File: config.mk
export PLATFORM = sky130hd
export DESIGN_NAME = fsk_frame_scheduler
export DESIGN_NICKNAME = d
export VERILOG_FILES = /design/src/rtl/fsk_frame_scheduler_pkg.sv /design/src/rtl/fsk_sym_timer.sv /design/src/rtl/fsk_frame_scheduler.sv
export SDC_FILE = /design/constraint.sdc
export NUM_CORES = 1
export LEC_CHECK = 0
export ABC_AREA = 0
export CAP_MARGIN = 25
export CORE_MARGIN = 2
export CORE_UTILIZATION = 62
export CTS_BUF_LIST = sky130_fd_sc_hd__clkbuf_16
export DETAILED_ROUTE_END_ITERATION = 7
export PLACE_DENSITY = 0.85
export SYNTH_ARGS = -nofsm -noshare
export SYNTH_HDL_FRONTEND = slang
export SYNTH_SLANG_ARGS = --single-unit
File: constraint.sdc
create_clock -name clk -period 6.54 [get_ports clk]
set_input_delay 1.308 -clock clk [delete_from_list [all_inputs] [get_ports clk]]
set_output_delay 1.308 -clock clk [all_outputs]
set_load 0.02 [all_outputs]
File: src/rtl/fsk_frame_scheduler_pkg.sv
// Shared types and default timing constants for the FSK frame scheduler.
package fsk_frame_scheduler_pkg;

  localparam int unsigned DefSymDiv       = 4;
  localparam int unsigned DefPreambleBits = 8;
  localparam int unsigned DefGapSyms      = 2;

  typedef enum logic [2:0] {
    StIdle,
    StPreamble,
    StStart,
    StData,
    StStop,
    StGap
  } fsk_state_e;

endpackage

File: src/rtl/fsk_sym_timer.sv
// Symbol-period counter: counts 0..SYM_DIV-1 while enabled, held at 0 otherwise.
module fsk_sym_timer
  import fsk_frame_scheduler_pkg::*;
#(
  parameter int unsigned SYM_DIV = DefSymDiv
) (
  input  logic clk,
  input  logic rst,
  input  logic en,
  output logic sym_tick
);

  localparam logic [15:0] CntMax = 16'(SYM_DIV - 1);

  logic [15:0] cnt_q, cnt_d;

  always_comb begin
    sym_tick = en && (cnt_q == CntMax);
    cnt_d    = cnt_q + 16'd1;
    if (!en || sym_tick) begin
      cnt_d = '0;
    end
  end

  always_ff @(posedge clk) begin
    if (rst) begin
      cnt_q <= '0;
    end else begin
      cnt_q <= cnt_d;
    end
  end

endmodule

File: src/rtl/fsk_frame_scheduler.sv
// Frames payload bytes into preamble/start/data/stop/gap symbols and drives the FSK key.
module fsk_frame_scheduler
  import fsk_frame_scheduler_pkg::*;
#(
  parameter int unsigned SYM_DIV       = DefSymDiv,
  parameter int unsigned PREAMBLE_BITS = DefPreambleBits,
  parameter int unsigned GAP_SYMS      = DefGapSyms
) (
  input  logic       clk,
  input  logic       rst,
  input  logic       s_valid,
  input  logic [7:0] s_data,
  input  logic       s_last,
  output logic       s_ready,
  output logic       key,
  output logic       phase_clr,
  output logic       busy,
  output logic       done,
  output logic       underrun
);

  localparam logic [7:0] PreLast = 8'(PREAMBLE_BITS - 1);
  localparam logic [7:0] GapLast = 8'(GAP_SYMS - 1);

  fsk_state_e state_q, state_d;
  logic [7:0] cnt_q, cnt_d;
  logic [2:0] bit_q, bit_d;
  logic [7:0] sh_q, sh_d;
  logic       last_q, last_d;
  logic       ext_q, ext_d;
  logic       hold_full_q, hold_full_d;
  logic [7:0] hold_data_q, hold_data_d;
  logic       hold_last_q, hold_last_d;
  logic       key_q, key_d;
  logic       phase_clr_q, phase_clr_d;
  logic       done_q, done_d;
  logic       underrun_q, underrun_d;
  logic       load_shift;
  logic       sym_tick;

  assign busy      = (state_q != StIdle);
  assign s_ready   = ~hold_full_q;
  assign key       = key_q;
  assign phase_clr = phase_clr_q;
  assign done      = done_q;
  assign underrun  = underrun_q;

  fsk_sym_timer #(
    .SYM_DIV (SYM_DIV)
  ) u_sym_timer (
    .clk      (clk),
    .rst      (rst),
    .en       (busy),
    .sym_tick (sym_tick)
  );

  always_comb begin
    state_d     = state_q;
    cnt_d       = cnt_q;
    bit_d       = bit_q;
    sh_d        = sh_q;
    last_d      = last_q;
    ext_d       = ext_q;
    hold_full_d = hold_full_q;
    hold_data_d = hold_data_q;
    hold_last_d = hold_last_q;
    phase_clr_d = 1'b0;
    done_d      = 1'b0;
    underrun_d  = 1'b0;
    load_shift  = 1'b0;
    key_d       = 1'b1;

    unique case (state_q)
      StIdle: begin
        if (hold_full_q) begin
          state_d     = StPreamble;
          cnt_d       = '0;
          phase_clr_d = 1'b1;
        end
      end
      StPreamble: begin
        if (sym_tick) begin
          if (cnt_q == PreLast) begin
            state_d    = StStart;
            load_shift = 1'b1;
          end else begin
            cnt_d = cnt_q + 8'd1;
          end
        end
      end
      StStart: begin
        if (sym_tick) begin
          state_d = StData;
          bit_d   = '0;
        end
      end
      StData: begin
        if (sym_tick) begin
          sh_d  = {1'b0, sh_q[7:1]};
          bit_d = bit_q + 3'd1;
          if (bit_q == 3'd7) begin
            state_d = StStop;
          end
        end
      end
      StStop: begin
        // Without a waiting byte the stop mark is stretched; underrun flags only the first miss.
        if (sym_tick) begin
          if (last_q) begin
            state_d = StGap;
            cnt_d   = '0;
          end else if (hold_full_q) begin
            state_d    = StStart;
            load_shift = 1'b1;
            ext_d      = 1'b0;
          end else if (!ext_q) begin
            underrun_d = 1'b1;
            ext_d      = 1'b1;
          end
        end
      end
      StGap: begin
        if (sym_tick) begin
          if (cnt_q == GapLast) begin
            state_d = StIdle;
            done_d  = 1'b1;
          end else begin
            cnt_d = cnt_q + 8'd1;
          end
        end
      end
      default: state_d = StIdle;
    endcase

    if (load_shift) begin
      sh_d        = hold_data_q;
      last_d      = hold_last_q;
      hold_full_d = 1'b0;
    end
    if (s_valid && !hold_full_q) begin
      hold_full_d = 1'b1;
      hold_data_d = s_data;
      hold_last_d = s_last;
    end

    // Key is derived from the next state so it changes together with the state register.
    unique case (state_d)
      StPreamble: key_d = ~cnt_d[0];
      StStart:    key_d = 1'b0;
      StData:     key_d = sh_d[0];
      default:    key_d = 1'b1;
    endcase
  end

  always_ff @(posedge clk) begin
    if (rst) begin
      state_q     <= StIdle;
      cnt_q       <= '0;
      bit_q       <= '0;
      sh_q        <= '0;
      last_q      <= 1'b0;
      ext_q       <= 1'b0;
      hold_full_q <= 1'b0;
      hold_data_q <= '0;
      hold_last_q <= 1'b0;
      key_q       <= 1'b1;
      phase_clr_q <= 1'b0;
      done_q      <= 1'b0;
      underrun_q  <= 1'b0;
    end else begin
      state_q     <= state_d;
      cnt_q       <= cnt_d;
      bit_q       <= bit_d;
      sh_q        <= sh_d;
      last_q      <= last_d;
      ext_q       <= ext_d;
      hold_full_q <= hold_full_d;
      hold_data_q <= hold_data_d;
      hold_last_q <= hold_last_d;
      key_q       <= key_d;
      phase_clr_q <= phase_clr_d;
      done_q      <= done_d;
      underrun_q  <= underrun_d;
    end
  end

endmodule

==> results.sh <==
export IMPL_clock_sinks=54
export IMPL_rsz0062_at_grt="no"
export IMPL_hold_end="bit_q[2]$_SDFFE_PP0P_"
export IMPL_design_die_area_sq_um=4640
export IMPL_cp_required_ps=5230
export IMPL_gr_total_overflow=0
export IMPL_ys_types=48
export IMPL_tns_ps=0
export IMPL_clk_pin_slew_ps=70
export IMPL_finClkSkew_ps=5.08
export IMPL_cts_setup_buffers=0
export IMPL_clockRootBuffer="clkbuf_16"
export IMPL_post_cts_resized=0
export IMPL_timing_rr_end="key$_SDFF_PP1_"
export IMPL_syn_area_per_cell_sq_um=8.69
export IMPL_critPathMaxFanout=15
export IMPL_start_kind="register"
export IMPL_drive_above_1_share_pct=7.44
export IMPL_initial_core_util_pct=64.1
export IMPL_port_buffers=17
export IMPL_grt_pass1_vias=1839
export IMPL_die_y_microns=68.1
export IMPL_drcViolationCount=0
export IMPL_insertion_delay_ps=290
export IMPL_cts_max_level=2
export IMPL_n_antenna_cell=0
export IMPL_coreArea_sq_um=3970
export IMPL_yosysWarnings=0
export IMPL_maxCapViolCount=0
export IMPL_cp_cell_sequence="or3_1 -> clkdlybuf4s50_1"
export IMPL_postPlaceCellArea_sq_um=2740
export IMPL_grt_pass1_wl_mm=8.06
export IMPL_max_stage_delay_ps=560
export IMPL_p_clk_share_pct=43.5
export IMPL_clock_path_buffers=2
export IMPL_drt_iter0_drc=118
export IMPL_comb_power_share_pct=6.2
export IMPL_ir_drop_mv=0.185
export IMPL_grt_max_degree=36
export IMPL_r2r_start="u_sym_timer.cnt_q[0]$_SDFF_PP0_"
export IMPL_worst_slew_pin_slew_ps=625
export IMPL_swShare_pct=21.5
export IMPL_r2r_cells=6
export IMPL_critical_path_class="register to output pin"
export IMPL_drv_slew=0
export IMPL_gp_congestion=0.933
export IMPL_seq_area_frac_synth_pct=42.5
export IMPL_p_leak_nw=1.08
export IMPL_totalWireLength_mm=5.10
export IMPL_fin_nets=325
export IMPL_grt_antenna_before_repair=0
export IMPL_dp_hpwl_mm=3.41
export IMPL_synth_cells=293
export IMPL_ios=18
export IMPL_die_w_microns=68.1
export IMPL_hold_viol=0
export IMPL_whs_path_depth=2
export IMPL_worst_r2r_setup_slack_ps=3640
export IMPL_min_period_over_period_pct=47.3
export IMPL_fin_crit_ps=3090
export IMPL_whs_ps=458
export IMPL_p_total_mw=0.676
export IMPL_wl_per_cell_microns=14.2
export IMPL_mostFrequentLayoutCell="dfxtp_1"
export IMPL_synth_area_sq_um=2550
export IMPL_synth_seq_cells=54
export IMPL_p_int_mw=0.531
export IMPL_cts_tree="yes"
export IMPL_fill_cells=311
export IMPL_finalSetupViolCount=0
export IMPL_layout_common_cells="dfxtp_1 (54), nor2_1 (39), nand2_1 (32)"
export IMPL_syn_num_nets=310
export IMPL_status="finished clean"
export IMPL_postCtsHoldBufs=0
export IMPL_worstHoldStart="bit_q[2]$_SDFFE_PP0P_"
export IMPL_via_per_inst=5.78
export IMPL_cts_buffers=5
export IMPL_max_freq_mhz=323
export IMPL_vias=2075
export IMPL_grtUsageTotal_pct=23.3
export IMPL_relSlewSlack_pct=58.2
export IMPL_syn2layout_area_growth_pct=14.2
export IMPL_crit_arrival_ps=1780
export IMPL_rows=23
export IMPL_powerDensity_nw_per_um2=232
export IMPL_end_kind="output pin"
export IMPL_power_switching_mw=0.145
export IMPL_crit_slowest_cell="clkdlybuf4s50_1"
export IMPL_hold_path_class="register to register"
export IMPL_drt_pass1_iterations=4
export IMPL_drtAntennaViolNets=0
export IMPL_fin_area_sq_um=2910
export IMPL_pwr_share_seq_pct=50.3
[routing by layer]
layer | up-vias | global-route usage, % | wire length (microns)
met5 | - | 0 | 0
met4 | 0 | 9.75 | 88
met3 | 8 | 5.76 | 165
met2 | 35 | 39.0 | 2470
met1 | 982 | 28.5 | 2370
li1 | 1050 | - | -
[registers in the layout (all words and copies together) (netlist names)]
register,flops
u_sym_timer.cnt_q,16
done,1
state_q,3
key,1
hold_data_q,8
sh_q,8
bit_q,3
ext_q,1
last_q,1
underrun,1
cnt_q,8
phase_clr,1
hold_full_q,1
hold_last_q,1
[power by group through the flow]
stage	sequential, mW	combinational (mW)	clock (mW)
5_1_grt	0.340	0.0458	0.311
4_1_cts	0.340	0.0417	0.299
3_3_place_gp	0.347	0.0402	0
6_report	0.340	0.0418	0.294
2_1_floorplan	0.345	0.0266	0
3_5_place_dp	0.347	0.0408	0
[final cells by class]
type | count | area [sq um] | share of cell area (%)
Multi-Input combinational cell | 220 | 1390 | 47.7
Sequential cell | 54 | 1080 | 37.2
Timing Repair Buffer | 18 | 178 | 6.11
Clock buffer | 5 | 125 | 4.30
Tap cell | 50 | 62.6 | 2.15
Clock inverter | 3 | 41.3 | 1.42
Inverter | 9 | 33.8 | 1.16
[per-stage QoR]
stage | util, % | setup slack [ps] | cells
after floorplan | - | 4190 | 293
after global placement | 69.0 | 3610 | 351
after detailed placement | 69.0 | 3580 | 351
after CTS | 73.2 | 3460 | 359
after global routing | 73.2 | 3400 | 359
final | 73.2 | 3450 | 359
[critical path, delay by kind of cell, from the launching register on]
kind | cells | cell delay [ps]
AND/OR/NAND/NOR | 1 | 480
flip-flops | 1 | 450
buffers and inverters | 1 | 560
[Yosys cell counts, drive strengths merged]
cell type  count  area [sq um]
xnor2          8          70.1
a21o           2          15.0
o21a           1          7.51
mux2i          9          90.1
and3          12          75.1
a21oi         23           115
nand3b         4          30.0
inv            7          26.3
and2           4          25.0
a32o           1          10.0
o221ai         1          8.76
clkbuf         7          26.3
nand4          4          31.3
buf            3          20.0
clkinv         2          7.51
o21bai         1          7.51
ha             5          62.6
o21ai          8          40.0
nand2b         1          6.26
or3            5          31.3
a32oi          1          8.76
dfxtp         54          1080
nor2b          3          18.8
nand2         32           120
nor4           5          61.3
or4            4          37.5
a31oi          1          6.26
nor3           5          25.0
a221o          1          10.0
nor2          39           146
and2b          2          15.0
o31ai          1          7.51
or3b           4          35.0
xor2           6          52.6
o2111ai        1          8.76
or4b           1          10.0
mux2           8          90.1
a211o          1          8.76
o211a          1          10.0
nand3         13          70.1
a21bo          1          10.0
nor3b          1          7.51
[worst max-delay path by stage]
| stage | end | startpoint |
|---|---|---|
| 2_1_floorplan | cnt_q[5]$_SDFFE_PP0P_ | u_sym_timer.cnt_q[0]$_SDFF_PP0_ |
| 3_3_place_gp | u_sym_timer.cnt_q[12]$_SDFF_PP0_ | rst |
| 3_5_place_dp | u_sym_timer.cnt_q[12]$_SDFF_PP0_ | rst |
| 4_1_cts | busy | state_q[2]$_SDFF_PP0_ |
| 5_1_grt | busy | state_q[2]$_SDFF_PP0_ |
| 6_report | busy | state_q[2]$_SDFF_PP0_ |
[logic make-up after synthesis]
logic type / after synthesis / synth area share (%)
XOR/XNOR: 14 / 4.82
multiplexers: 17 / 7.08
AO/OA/AOI/OAI: 45 / 10.8
adder cells (fa/ha/maj): 5 / 2.46
flip-flops: 54 / 42.5
buffers and inverters: 19 / 3.15
AND/OR/NAND/NOR: 139 / 29.3
Power figures use the tool's default switching activity.
